[src/rtl/comp_pkg.sv]
// Shared types and constants for the serial comparator.
package comp_pkg;

  localparam int WIDTH_DEF = 8;

  typedef enum logic [1:0] {
    IDLE  = 2'd0,
    SHIFT = 2'd1,
    FIN   = 2'd2
  } state_t;

endpackage

[src/rtl/celda_general_d_i.sv]
// One bit of the serial comparison: p means "A<B over the bits seen so far".
// Purely combinational; the caller feeds bits LSB first and registers p_out.
module celda_general_d_i
  import comp_pkg::*;
(
  input  logic a_i,
  input  logic b_i,
  input  logic p_in,
  output logic p_out
);

  // A lower bit decides only when this bit ties.
  assign p_out = (~a_i & b_i) | (~(a_i ^ b_i) & p_in);

endmodule

[src/rtl/comp_serie_d_i.sv]
// Bit-serial comparator, LSB first, done WIDTH+1 cycles after start; start ignored while busy.
// Define COMP_SIGNO_EN for two's-complement operands (MSB step swaps operand roles).
module comp_serie_d_i
  import comp_pkg::*;
#(
  parameter int WIDTH = WIDTH_DEF
) (
  input  logic             clk,
  input  logic             rst_n,
  input  logic             start,
  input  logic [WIDTH-1:0] a,
  input  logic [WIDTH-1:0] b,
  output logic             busy,
  output logic             done,
  output logic             menor,
  output logic             igual,
  output logic             mayor
);

  localparam int CW = $clog2(WIDTH + 1);
  localparam logic [CW-1:0] LAST = CW'(WIDTH - 1);

  state_t           state, state_nxt;
  logic [WIDTH-1:0] sa, sb;
  logic [CW-1:0]    cnt;
  logic             p, eq;
  logic             p_nxt;
  logic             cell_a, cell_b;
  logic             last_bit;
  logic             load, step, fin;

  assign last_bit = (cnt == LAST);

`ifdef COMP_SIGNO_EN
  // On the sign bit a set bit means the smaller value, so the roles of A and B swap.
  assign cell_a = last_bit ? sb[0] : sa[0];
  assign cell_b = last_bit ? sa[0] : sb[0];
`else
  assign cell_a = sa[0];
  assign cell_b = sb[0];
`endif

  celda_general_d_i u_celda (
    .a_i   (cell_a),
    .b_i   (cell_b),
    .p_in  (p),
    .p_out (p_nxt)
  );

  always_ff @(posedge clk or negedge rst_n) begin
    if (!rst_n) begin
      state <= IDLE;
    end else begin
      state <= state_nxt;
    end
  end

  always_comb begin
    state_nxt = state;
    busy      = 1'b0;
    load      = 1'b0;
    step      = 1'b0;
    fin       = 1'b0;
    case (state)
      IDLE: begin
        if (start) begin
          load      = 1'b1;
          state_nxt = SHIFT;
        end
      end
      SHIFT: begin
        busy = 1'b1;
        step = 1'b1;
        if (last_bit) begin
          state_nxt = FIN;
        end
      end
      FIN: begin
        busy      = 1'b1;
        fin       = 1'b1;
        state_nxt = IDLE;
      end
      default: begin
        state_nxt = IDLE;
      end
    endcase
  end

  always_ff @(posedge clk or negedge rst_n) begin
    if (!rst_n) begin
      sa    <= '0;
      sb    <= '0;
      cnt   <= '0;
      p     <= 1'b0;
      eq    <= 1'b1;
      done  <= 1'b0;
      menor <= 1'b0;
      igual <= 1'b0;
      mayor <= 1'b0;
    end else begin
      done <= fin;
      if (load) begin
        sa  <= a;
        sb  <= b;
        cnt <= '0;
        p   <= 1'b0;
        eq  <= 1'b1;
      end else if (step) begin
        p   <= p_nxt;
        eq  <= eq & ~(sa[0] ^ sb[0]);
        sa  <= sa >> 1;
        sb  <= sb >> 1;
        cnt <= cnt + 1'b1;
      end
      // Results hold until the next comparison finishes.
      if (fin) begin
        menor <= p & ~eq;
        igual <= eq;
        mayor <= ~p & ~eq;
      end
    end
  end

endmodule

[config.mk]
export PLATFORM = sky130hd
export DESIGN_NAME = comp_serie_d_i
export DESIGN_NICKNAME = d
export VERILOG_FILES = /design/src/rtl/comp_pkg.sv /design/src/rtl/celda_general_d_i.sv /design/src/rtl/comp_serie_d_i.sv
export SDC_FILE = /design/constraint.sdc
export NUM_CORES = 1
export LEC_CHECK = 0
export CAP_MARGIN = 20
export CORE_MARGIN = 4
export CORE_UTILIZATION = 46
export CTS_CLUSTER_SIZE = 25
export DETAILED_ROUTE_END_ITERATION = 7
export PLACE_DENSITY_LB_ADDON = 0.12
export SYNTH_ARGS = -nofsm -noshare
export SYNTH_HDL_FRONTEND = slang
export SYNTH_SLANG_ARGS = --single-unit
[constraint.sdc]
create_clock -name clk -period 1.7 [get_ports clk]
set_clock_uncertainty 0.2 [all_clocks]
set_input_delay 0.17 -clock clk [delete_from_list [all_inputs] [get_ports clk]]
set_output_delay 0.17 -clock clk [all_outputs]
set_load 0.02 [all_outputs]
Word-level counts from Yosys, hierarchy flattened. Cells that the tools add are included.

Bits in registers: 28. Input port bits: 19. Output and inout bits: 5.

Add/subtract/negate cells: 1. Eq/ne operators: 5. Mux-type cells: 18. Bitwise operators: 11. Reductions and logical operators: 4.

Operator list (count): two-way mux 8 bit (4); two-way mux 1 bit (9); two-way mux 4 bit (2); AND 1 bit (5); adder 4 x 1 -> 4 bit, second input constant (1); == test 4 x 3 -> 1 bit, second input constant (1); two-way mux 2 bit (2); inequality test 2 bit, second input constant (2); inverter 1 bit (4); one-hot mux 2 bit (2 select lines) (1); == test 2 x 1 -> 1 bit, second input constant (1); == test 2 bit, second input constant (1); logical NOT 2 bit (1); AND reduction 2 bit (1); nonzero test 2 bit (1); OR reduction 2 bit (1); bitwise OR 1 bit (1); bitwise XOR 1 bit (1).

Logic depth before layout (Yosys ltp). Gate-level depths: netlist (run 1).

Word-level depth: 6. Depth in mapped cells: 7.

Cells and area by module. From an unflattened synthesis (run 1), not the netlist that was laid out.

Cells, all modules: 121. Area, all modules: 1370.1 um^2.

Modules (own cells, without submodules): comp_serie_d_i (times used 1, cells each 118, area each 1346.3 um^2); celda_general_d_i (times used 1, cells each 3, area each 23.8 um^2).

Worst setup path after synthesis (run 1). Ideal clock, no wire load.

Path kind: register to register. From: register state[0]. To: register state[0]. Library setup time: 125 ps. Arrival: 1251 ps. Data required time: 1375 ps. Path slack: 124 ps. Stages on the path, launching flop included: 6. Cells stage by stage: dfrtp_1 -> inv_1 -> ha_1 -> nor2b_1 -> a21oi_1 -> mux2_2.

Word-level cells in the longest chain between the ends: 3.

RTL lines: start: declaration (RTL line comp_serie_d_i.sv:23) `state_t state, state_nxt;`; start signal: assignment (RTL line comp_serie_d_i.sv:54) `state <= state_nxt;`; == test 2 x 1 -> 1 bit or logical NOT 2 bit (tied branches) (RTL line comp_serie_d_i.sv:64) `case (state)`; inequality test 2 bit (no line); AND reduction 2 bit (no line).

Several ways; a longest one is shown, not always the timed one. A chain may end at the register's enable or synchronous reset.

Worst setup path after layout (run 1).
From: register state[0]. To: register state[1].

Same word-level chain as after synthesis.

==> results of run 1 <==
-- final timing paths --
check,slack [ns],from,cells past startpoint,endpoint
max,0.11,state[0],4,state[1]
min reg2reg,0.34,igual,1,igual
max in group asynchronous,0.47,rst_n,3,eq
min,0.17,b[3],3,sb[3]
max reg2reg,0.11,state[0],4,state[1]
min in group asynchronous,0.53,rst_n,3,done
-- layout make-up --
cell class | count | area, sq um
flip-flops and latches | 28 | 702
fillers | 234 | 1060
clock buffers | 3 | 22.5
inverters | 4 | 15.0
clock inverters | 1 | 30.0
well taps | 31 | 38.8
repair buffers | 30 | 312
multi-input cells | 80 | 557
-- power breakdown --
| group | leakage [nW] | internal [mW] | switching [mW] | total (mW) |
|---|---|---|---|---|
| Sequential | 0.352 | 0.978 | 0.173 | 1.15 |
| Combinational | 0.401 | 0.658 | 0.627 | 1.29 |
| Clock | 0.0279 | 0.239 | 0.189 | 0.428 |
| Total | 0.781 | 1.88 | 0.989 | 2.86 |
-- metrics by stage --
step	hold WS, ns	worst slack (ns)
2_1_floorplan	-0.326	0.124
3_3_place_gp	0.291	0.0708
3_5_place_dp	0.320	0.0310
4_1_cts	0.173	0.00233
5_1_grt	0.183	0.0298
6_report	0.172	0.105
-- logic make-up after synthesis --
kind of cell | after synthesis | synth area share, %
simple gates | 31 | 10.7
flops | 28 | 53.8
mux | 19 | 15.0
compound gates | 20 | 8.06
fa+ha+maj | 7 | 6.72
xor+xnor | 3 | 2.02
buf+inv | 10 | 3.74
-- worst min-delay path, stage by stage --
cell and delay [ns]:
clkdlybuf4s50_1 0.40, nand2_1 0.05, o21ai_0 0.06
-- registers in the layout, indices dropped and copies added (netlist names) --
| signal | cells |
|---|---|
| cnt | 4 |
| igual | 1 |
| state | 2 |
| sb | 8 |
| mayor | 1 |
| menor | 1 |
| p | 1 |
| sa | 8 |
| done | 1 |
| eq | 1 |
-- synthesized netlist by cell type, drive strengths merged --
master	count	area share (%)
a21o	1	0.58
a21oi	1	0.38
a22oi	1	0.58
and2	1	0.48
buf	5	2.3
clkbuf	1	0.29
dfrtp	27	52
dfstp	1	2.0
ha	7	6.7
inv	4	1.2
mux2	4	3.5
mux2i	15	12
nand2	17	4.9
nand2b	3	1.4
nand3b	2	1.2
nand4	1	0.48
nor2	6	1.7
nor2b	1	0.48
o21ai	17	6.5
xnor2	1	0.67
xor2	2	1.3
-- routing by layer --
layer	track usage, %	wire, microns	vias up
met5	0	0	-
li1	-	-	453
met4	3.72	22	0
met2	21.8	1040	14
met3	5.03	108	4
met1	16.3	987	412
-- what timing repair did --
action | in CTS | in global routing
setup buffers | 0 | 0
gates resized for setup | 5 | 5
hold buffers | 1 | 0
endpoints found under the hold margin | 15 | 0
setup endpoints to repair | 2 | 6
==> results.md, run 1 <==
- The flow ran to the end, and the final reports show no timing, DRC or antenna violations.
- In this design, the stage delay of the slowest critical-path cell is 0.40 ns.
- The endpoint required time on the critical path is 1.73 ns.
- The clock net in this run drives a total of 28 sinks.
- The number of global-route vias before repair was 886.
- After detailed routing, the number of remaining DRC violations is 0.
- The number of pins with negative max-slew slack in the final report is 0.
- The number of detailed-route iterations in the first pass is 4.
- TritonCTS built the clock tree.
- The reported max-cap violation count is 0.
- For this run, the total global-route usage over all layers was measured as 13.2%.
- Summing the sequential cell areas from Yosys gives 53.8% of the chip area.
- Once the floorplan was initialized, standard cells occupied 47.7% of the core.
- STA classifies the critical path endpoint as a register.
- Yosys printed 0 warnings.
- TritonCTS created 3 clock buffers.
- The detailed router placed 883 vias in this run.
- The most frequent standard cell in the layout excluding fill and tap cells is dfrtp_1.
- The number of antenna violations at the first check in global routing is 0.
- The sum of net half-perimeters after detailed placement is 1610 microns.
- The count of buffering cells on the critical path with inverters included is 1.
- The floorplan core area is 2730 sq um.
- IR analysis of the VDD net gives a maximum drop of 1.24 mV.
- Setup repair after global routing left no endpoint under its margin.
- The critical path goes through buf_4 -> ha_1 -> a21oi_2 -> mux2_2.
- The maximum clock rate is 627 MHz.
- From left edge to right edge, the die measures 61.2 microns.
- The number of standard cells in the layout, taps in and fillers out is 177.
- The fraction of final layout cells sized beyond drive strength 1 is 12.3%.
- The first-pass GRT wire length is 3670 microns.
- The actual slew at the worst max-slew pin is 0.332 ns.
- The number of distinct library cells after synthesis is 22.
- The layout overhead on the synthesized area is 28.6%.
- For this design the static power due to leakage is 0.781 nW.
- The design draws 2.86 mW.
- The maximum level of the CTS H-tree is 1.
- The final layout contains routed wiring with a total length of 2160 microns.
- The DRC violation total after the first TritonRoute iteration is 28.
- The worst hold path belongs to the class input port to register.
- The post-synthesis average cell area is 11.0 sq um.
- The repair_antennas step left the layout with diodes totalling 0.
- Input and output buffers added on the ports amount to 23.
- In this run the worst path has a maximum fanout of 3.
- The summed negative setup slack over all endpoints is 0 ns.
- In this run the tightest slew margin relative to its limit is 77.9%.
- The root buffer cell is clkbuf_4.
- The routed wirelength normalized by instance count is 12.2 microns.
- The register clock-pin slew on the reported worst setup and hold paths is 0.15 ns.
- The area of the mapped netlist is 1300 sq um.
- For this run, the post-layout net count is 173.
- For the worst-skew pair, the clock arrives at the later sink with an insertion delay of 0.33 ns.
- The final standard cell area without fillers is 1680 sq um.
- The vias per cell is 4.99.
- The number of standard cells after synthesis is 118.
- The setup-violating endpoint count in the final report is 0.
- The final standard cell utilization of the core is 61.3%.
- Of the available clock period, the critical path in the final layout requires 93.8%.
- The total die area is 3750 sq um.
- No sink is reached through more buffers than the 2 on the longest clock path.
- In this run the power density over the cells is 1710 nW/um^2.
- Synthesis inferred 28 register bits.
- The startpoint class of the critical path is a register.
- The I/O pin count is 24.
- STA puts the critical path data arrival time at 1.62 ns.
- Grouping stages by cell kind, the critical path spends the most delay in flip-flops.
- The cell at the slowest stage of the critical path is dfrtp_1.
- The die is 61.2 microns tall.
- The critical path start-end classification is register to register.
- Entering global routing, the biggest net connects 39 pins.
- The detail route stage leaves a number of antenna-violating nets equal to 0.
- The smallest clock period supported by the final layout is computed as 1.59 ns.
- In the layout the commonest cells are dfrtp_1, clkdlybuf4s50_1, nand2_1, o21ai_0, mux2i_1.
- The number of nets handed over by synthesis was 144.
- The number of placed instances with taps included is 172.
- The floorplan has 19 rows.
- The hold violation count in the final report is 0.
- In this run the cell area measured after placement is 1610 sq um.
- Routability-driven placement finished with a final weighted congestion of 0.700.
- Global routing finished with a remaining overflow of 0.
Power figures use the tool's default switching activity.
==> run 2: changes to the inputs <==
Settings changed: SETUP_SLACK_MARGIN set to 0.5.
==> run 2 against run 1 <==
The flow now finishes with violations (negative hold slack). Setup slack improved by 0.0026 ns. Via count rose by 8.2%. First-iteration DRC count rose by 54%. Non-clock buffer count rose by 10. Routed wire length rose by 23%. Critical path type unchanged. Utilization rose by 7.6 points. Final area rose by 12%. Clock-buffer cell count did not move. Critical endpoint is now sa[0]. Combinational power rose by 47%. Cell count rose by 5.6%. Register-to-register slack barely moved. Critical path depth rose by 2. Largest power group unchanged.
==> results.md, run 2 (same netlist as run 1, synthesis figures left out) <==
- The maximum level of the CTS H-tree came to 1 (unchanged).
- The vias per cell came to 5.11 (was 4.99).
- The DRC violation total after the first TritonRoute iteration is 43 (was 28).
- The setup-violating endpoint count in the final report is 0 (unchanged).
- The count of buffering cells on the critical path with inverters included is 3 (was 1).
- The antenna diode instance count is 0 (unchanged).
- The number of detailed-route iterations in the first pass came to 4 (unchanged).
- The total detailed-routing wirelength came to 2670 microns (was 2160 microns).
- The element type at the critical path end is a register (unchanged).
- The total die area is 3750 sq um (unchanged).
- The number of nets at the end of the flow was 183 (was 173).
- The headroom to the max-slew limit came to 76.6% (was 77.9%).
- The sum of net half-perimeters after detailed placement is 1560 microns (was 1610 microns).
- The portion of total power attributed to combinational logic is 54.0% (was 44.9%).
- The worst hold-check slack is -0.0190 ns (was 0.172 ns).
- The via total after detailed routing is 955 (was 883).
- The class of the most critical hold timing path is input port to asynchronous set/reset pin (was input port to register).
- The critical path start-end classification is register to register (unchanged).
- The floorplan core area is 2730 sq um (unchanged).
- The total routing usage reported by global routing is 14.3% (was 13.2%).
- The worst reg-to-reg setup slack was 0.11 ns (about the same).
- The number of sinks driven by the clock tree is 28 (unchanged).
- Largest registers ranked by flip-flop count: sa x8, sb x8, cnt x4 (unchanged).
- The startpoint of the worst register-to-register path is state[1] (was state[0]).
- The register clock-pin slew on the reported worst setup and hold paths is 0.16 ns (was 0.15 ns).
- The number of standard cells in the layout, taps in and fillers out was 187 (was 177).
- The internal power is 2.31 mW (was 1.88 mW).
- Most frequent cells in the layout: dfrtp_1, clkdlybuf4s50_1, nand2_1, mux2i_1, o21ai_0 (was dfrtp_1, clkdlybuf4s50_1, nand2_1, o21ai_0, mux2i_1).
- The critical-path maximum fanout is 11 (was 3).
- The largest net degree at the start of global routing is 39 (unchanged).
- The startpoint class of the critical path is a register (unchanged).
- The layout overhead on the synthesized area is 44.6% (was 28.6%).
- The number of placed instances with taps included came to 173 (was 172).
- The CTS tree is built (unchanged).
- Status: complete, but fails checks (was finished clean).
- The number of rows created at floorplan is 19 (unchanged).
- RSZ-0062 raised after global routing: yes (was no).
- The number of antenna violations at the first check in global routing is 0 (unchanged).
- The data arrival time of the worst path is 1.63 ns (was 1.62 ns).
- The capture instance of the worst register-to-register path is sa[0] (was state[1]).
- The hold violation count in the final report is 27 (was 0).
- The routed wirelength normalized by instance count was 14.3 microns (was 12.2 microns).
- The die outline height is 61.2 microns (unchanged).
- The largest buffer count on any clock path came to 2 (unchanged).
- The placer congestion estimate is 0.662 (was 0.700).
- The floorplan die width is 61.2 microns (unchanged).
- The residual antenna-violating net count after detailed routing is 0 (unchanged).
- The clock network fraction of design power is 12.6% (was 14.9%).
- The worst reg2reg path depth is 6 (was 4).
- The family with the most delay on the worst path was flip-flops (unchanged).
- The summed negative setup slack over all endpoints is 0 ns (unchanged).
- The number of global-route vias before repair is 837 (was 886).
- The worst voltage drop across the vdd grid is 1.54 mV (was 1.24 mV).
- The most frequent standard cell in the layout excluding fill and tap cells is dfrtp_1 (unchanged).
- The maximum clock rate is 628 MHz (was 627 MHz).
- The root buffer cell is clkbuf_4 (unchanged).
- The cell leakage power is 0.842 nW (was 0.781 nW).
- The number of pins with negative max-slew slack in the final report is 0 (unchanged).
- The insertion delay of the later-clocked pin in the worst-skew pair is 0.34 ns (was 0.33 ns).
- The I/O pin count was 24 (unchanged).
- The delay contributed by the slowest stage of the critical path is 0.41 ns (was 0.40 ns).
- The reported max-cap violation count came to 0 (unchanged).
- The switching power total was 1.19 mW (was 989 uW).
- The remaining global-route overflow is 0 (unchanged).
- The final standard cell utilization of the core is 69.0% (was 61.3%).
- The final reports fail on negative hold slack.
- Chain of cells forming the critical path: inv_2 -> buf_6 -> ha_4 -> buf_16 -> mux2i_1 -> o21ai_0 (was buf_4 -> ha_1 -> a21oi_2 -> mux2_2).
- The first-pass GRT wire length was 3860 microns (was 3670 microns).
- The number of buffers created by CTS is 3 (unchanged).
- The shortest period the worst path allows is 1.59 ns (about the same).
- The sum of internal, switching and leakage power is 3.50 mW (was 2.86 mW).
- The fraction of final layout cells sized beyond drive strength 1 is 25.0% (was 12.3%).
- The share of the clock period used by the worst path was 93.7% (was 93.8%).
- The initial cell density of the core is 47.7% (unchanged).
- The areal power density over the cells is 1860 nW/um^2 (was 1710 nW/um^2).
- The cell at the slowest stage of the critical path is dfrtp_1 (unchanged).
- The actual slew at the worst max-slew pin is 0.352 ns (was 0.332 ns).
- The endpoint required time on the critical path is 1.73 ns (about the same).
- The fraction of power spent switching nets came to 34.0% (was 34.5%).
- The detailed-route DRC error count is 0 (unchanged).
- The portion of total power attributed to sequential cells is 33.4% (was 40.2%).
- The count of buffers from port buffering was 23 (unchanged).
==> run 2: changes by cell type in the layout (fill, tap and decap cells not counted), moves of 2 or more <==
cell,before,now
o21ai_0,17,14
ha_4,0,3
o21ai_1,0,3
mux2_4,0,4
buf_4,4,9
ha_1,7,3
buf_6,0,8
dlymetal6s2s_1,3,0
clkbuf_16,0,2
mux2_2,4,0
==> run 2: layer usage <==
metal,GRT usage [%],vias up,share of wire [%]
met3,2.73,4,4.5
met2,23.9,15,48
met5,0,-,0
met1,17.9,461,46
li1,-,475,-
met4,6.50,0,1.6
==> run 2: worst reg2reg max path, cell delays in order (launching register included) <==
cell	delay, ns
dfrtp_1	0.41
inv_2	0.09
buf_6	0.11
ha_4	0.20
buf_16	0.16
mux2i_1	0.21
o21ai_0	0.11
==> run 2: layout make-up <==
class / count / area (sq um)
clock buffers: 3 / 22.5
clock inverters: 1 / 30.0
fillers: 203 / 848
inverters: 4 / 15.0
multi-input cells: 80 / 622
flip-flops and latches: 28 / 702
well taps: 31 / 38.8
repair buffers: 40 / 455
==> run 2: timing repair <==
item | CTS | global route
hold endpoints to repair | 16 | 0
setup buffers | 3 | 4
pin swaps | 2 | 5
setup endpoints to repair | 32 | 32
resized for setup | 42 | 9
cloned | 1 | 2
==> run 2: power groups by stage <==
stage / clock, mW / combinational, mW / sequential, mW
2_1_floorplan: 0 / 0.924 / 1.18
3_3_place_gp: 0 / 1.29 / 1.16
3_5_place_dp: 0 / 1.33 / 1.18
4_1_cts: 0.446 / 1.67 / 1.16
5_1_grt: 0.469 / 2.09 / 1.21
6_report: 0.442 / 1.89 / 1.17
==> run 2: worst max-delay path by stage <==
stage / start / end / slack [ns] / depth (start not counted)
final: state[1] / sa[0] / 0.11 / 6
after global routing: state[1] / sa[0] / 0.03 / 6
after CTS: state[1] / cnt[3] / 0.13 / 7
after detailed placement: state[0] / busy / 0.01 / 3
after global placement: state[0] / busy / 0.04 / 3
after floorplan: state[0] / state[0] / 0.16 / 5
==> run 2: per-stage QoR <==
step                      cell area [sq um]  setup WS [ns]
after floorplan                        1330          0.158
after global placement                 1620         0.0379
after detailed placement               1620         0.0146
after CTS                              1790          0.134
after global routing                   1890         0.0349
final                                  1890          0.108
==> variant 1, RTL diff (settings of run 1) <==
Set the package constant `WIDTH_DEF` to 16 (it was 8).
--- a/src/rtl/comp_pkg.sv
+++ b/src/rtl/comp_pkg.sv
@@ -3,3 +3,3 @@
 
-  localparam int WIDTH_DEF = 8;
+  localparam int WIDTH_DEF = 16;
 
Interface: changed (resized a and b); port bits go from 24 to 40. The function was not compared with the original's and may differ.
==> variant 1 against run 1 <==
  * Via count rose by 64%
  * Routed wire length grew 85%
  * Total power grew 71%
  * Die area is 53% higher
  * Setup slack worse by 0.071 ns
  * Design area increased by 66%
  * Cell count increased by 67%
  * Synthesized area up 62%
  * Global-route usage up 2.7 points
  * Clock power grew 95%
  * Sequential cell count rose by 17
  * Fmax shrank 4.3%
  * Critical endpoint unchanged
==> variant 1: results (changes against run 1) <==
* Outcome: finished clean (unchanged)
* Share of post-route cells with drive strength above 1 at 14.4% (was 12.3%)
* Arr. time, crit path at 1.65 ns (was 1.62 ns)
* # nets final at 285 (was 173)
* Multi-Input Combinational at 130 (was 80)
* Leak Pwr at 0.00122 uW (was 0.000781 uW)
* CTS clk-pin slew, worst paths at 0.08 ns (was 0.15 ns)
* Reg2Reg Setup Slack at 0.03 ns (was 0.11 ns)
* Fraction of area in multi-input gates at 32.7% (was 33.2%)
* Worst skew pair latency at 0.29 ns (was 0.33 ns)
* Peak supply drop at 716 uV (was 1240 uV)
* Net count after synthesis at 237 (was 144)
* Routed vias at 1450 (was 883)
* Post-Route M1 WL at 1990 um (was 987 um)
* Clk cell area share at 4.31% (was 3.13%)
* Leading cell types by count after synthesis: 44 x dfrtp_1, 35 x nand2_1, 31 x mux2i_1, 24 x o21ai_1, 9 x o21ai_0 (was 27 x dfrtp_1, 17 x nand2_1, 17 x o21ai_0, 15 x mux2i_1, 7 x ha_1)
* PostCTS Resize Cnt at 3 (was 5)
* Worst rel slew slack at 66.3% (was 77.9%)
* GR Util met1 at 22.1% (was 16.3%)
* Wire length per cell at 13.6 um (was 12.2 um)
* Global-route wire length before repair at 6890 um (was 3670 um)
* Met3 WL at 220 um (was 108 um)
* Unique masters post-synth at 25 (was 22)
* Root Buffer: clkbuf_8 (was clkbuf_4)
* Inverters at 7 (was 4)
* Cts bufs inserted at 5 (was 3)
* Largest net degree at the start of global routing at 41 (was 39)
* PortBufs at 39 (was 23)
* H-Tree Level Count at 2 (was 1)
* Register share of the cell area at 40.5% (was 41.9%)
* Setup crit start: cnt[1] (was state[0])
* Signal buf overhead at 19.2% (was 18.6%)
* Top cells by area, synth: dfrtp_1 52%, mux2i_1 15%, nand2_1 6.2% (was dfrtp_1 52%, mux2i_1 12%, ha_1 6.7%)
* Vias in the first global route at 1545 (was 886)
* Seq cells post-synth at 45 (was 28)
* Worst Path Max Fanout at 2 (was 3)
* FF-to-FF Start: cnt[1] (was state[0])
* Routing usage on met2 at 24.1% (was 21.8%)
* GRT Total Usage at 15.9% (was 13.2%)
* GP Congestion at 0.775 (was 0.700)
* HP Class: in2async (was in2reg)
## variant 1: per-stage QoR
stage	std cells	setup WS [ns]	util (%)	cell area [um2]	hold slack [ns]
floorplan	194	0.00377	-	2110	-0.326
global placement	285	0.0174	59.5	2610	-0.0451
detailed placement	285	-0.0162	59.5	2610	-0.0343
CTS	294	-0.00458	62.5	2740	0.191
global route	295	-0.00307	63.5	2790	0.215
finish	295	0.0345	63.5	2790	0.176
## variant 1: kinds of logic after synthesis
kind of cell / count (synthesis) / synth area share [%]
xor gates and xnor gates: 3 / 1.25
DFF: 45 / 53.5
muxes: 35 / 16.9
and+or+nand+nor: 47 / 9.03
buffers and inverters: 19 / 5.35
adders and majority gates: 8 / 4.75
AOI/OAI and AO/OA: 37 / 9.21
## variant 1: report_power, final
group          internal (uW)  switching [uW]  total (uW)  leakage, uW
registers               1590             274        1860     0.000562
logic                   1120            1070        2190     0.000601
clock network            478             357         834    0.0000574
==> variant 2, RTL diff (config.mk and constraints of run 1) <==
Without the edit above. Re-encode `state_t` (3 states) as one-hot, 3 bits wide.
--- a/src/rtl/comp_pkg.sv
+++ b/src/rtl/comp_pkg.sv
@@ -5,6 +5,6 @@
 
-  typedef enum logic [1:0] {
-    IDLE  = 2'd0,
-    SHIFT = 2'd1,
-    FIN   = 2'd2
+  typedef enum logic [2:0] {
+    IDLE  = 3'b001,
+    SHIFT = 3'b010,
+    FIN   = 3'b100
   } state_t;
Function: same outputs for any inputs over 10 cycles, from zero or initial values and one cycle with rst_n low; not proved beyond that.
==> variant 2 against run 1 <==
  * The run now ends with negative setup slack left
  * Setup slack worse by 0.14 ns
  * Design area is 1.6% higher
  * Sequential cell count is 1 higher
  * Synthesized area is 1.7% lower
  * Count of clock-buffer cells in the layout is 4 higher
  * First-iteration DRC count is 7.1% higher
  * Total power is 12% lower
  * Routed wire length is 26% higher
  * Highest routed layer unchanged
==> variant 2: results (changes against run 1) <==
* Outcome: finished, violations left (was finished clean)
* Failing checks: negative setup slack
* Finish-stage setup viols at 2 (was 0)
* Compound-Gate Fraction of Synth Area at 15.6% (was 8.06%)
* Leak Pwr at 0.000821 uW (was 0.000781 uW)
* Cts bufs inserted at 5 (was 3)
* Inst Count DP at 185 (was 172)
* XOR/XNOR Fraction of Synth Area at 0.684% (was 2.02%)
* Register area share after synthesis at 56.8% (was 53.8%)
* Worst setup slack after layout at -0.0366 ns (was 0.105 ns)
* Top cells by area, synth: dfrtp_1 53%, a21oi_1 9.8%, nand2_1 6.7% (was dfrtp_1 52%, mux2i_1 12%, ha_1 6.7%)
* Psw at 855 uW (was 989 uW)
* Worst Path Max Fanout at 19 (was 3)
* Wire length per cell at 14.0 um (was 12.2 um)
* Post-synthesis adder-cell area fraction at 1.95% (was 6.72%)
* Placed instance area at 1590 um2 (was 1610 um2)
* Post-Route WL at 2730 um (was 2160 um)
* Final hold slack at 0.00966 ns (was 0.172 ns)
* H-Tree Level Count at 2 (was 1)
* Setup TNS at -0.0614 ns (was 0 ns)
* Share of post-route cells with drive strength above 1 at 18.8% (was 12.3%)
* Crit path capture: cnt[2] (was state[1])
* GRT Total Usage at 17.1% (was 13.2%)
* Leading cell types by count after synthesis: 27 x dfrtp_1, 25 x a21oi_1, 23 x nand2_1, 13 x nor2_1, 7 x buf_2 (was 27 x dfrtp_1, 17 x nand2_1, 17 x o21ai_0, 15 x mux2i_1, 7 x ha_1)
* Unique masters post-synth at 29 (was 22)
==> variant 2: changes by cell type in the layout (fill, tap and decap cells not counted), moves of 4 or more <==
| cell | run 1 | this run |
|---|---|---|
| nand2_1 | 17 | 22 |
| o21ai_0 | 17 | 3 |
| nor2_1 | 6 | 13 |
| mux2i_1 | 15 | 1 |
| mux2_2 | 4 | 0 |
| buf_4 | 4 | 10 |
| a21oi_1 | 0 | 25 |
| ha_1 | 7 | 2 |
==> variant 2: what timing repair did <==
item / CTS / global route
setup buffers: 2 / 0
cloned: 0 / 0
setup endpoints to repair: 3 / 10
hold buffers: 0 / 0
gates resized for setup: 11 / 4
pin swaps: 1 / 1
==> variant 2: cell families after synthesis <==
logic type,count (synthesis)
flip-flops,29
AND/OR/NAND/NOR,48
AO/OA/AOI/OAI,36
buffers and inverters,12
multiplexers,2
adder cells (fa/ha/maj),2
XOR/XNOR,1
==> variant 2: layer usage <==
layer	wire length (um)	up-vias	GRT usage (%)	part of all wire [%]
met5	0	-	0	0
met3	191	8	5.96	7.0
met1	1220	500	22.2	45
met4	59	0	6.81	2.2
met2	1260	31	26.3	46
li1	-	508	-	-
==> variant 2: worst register-to-register path: cells and delay by family, from the launching register on <==
family | cells | cell delay (ns)
buffers and inverters | 1 | 0.17
AOI/OAI and AO/OA | 1 | 0.14
and+or+nand+nor | 2 | 0.73
DFF | 1 | 0.42
==> variant 2: area by class of cell <==
class / instances / area share (%)
well taps: 30 / 2.20
multi-input cells: 89 / 29.5
repair buffers: 36 / 20.8
flip-flops and latches: 29 / 42.7
clock inverters: 1 / 0.294
inverters: 3 / 0.661
clock buffers: 7 / 3.82
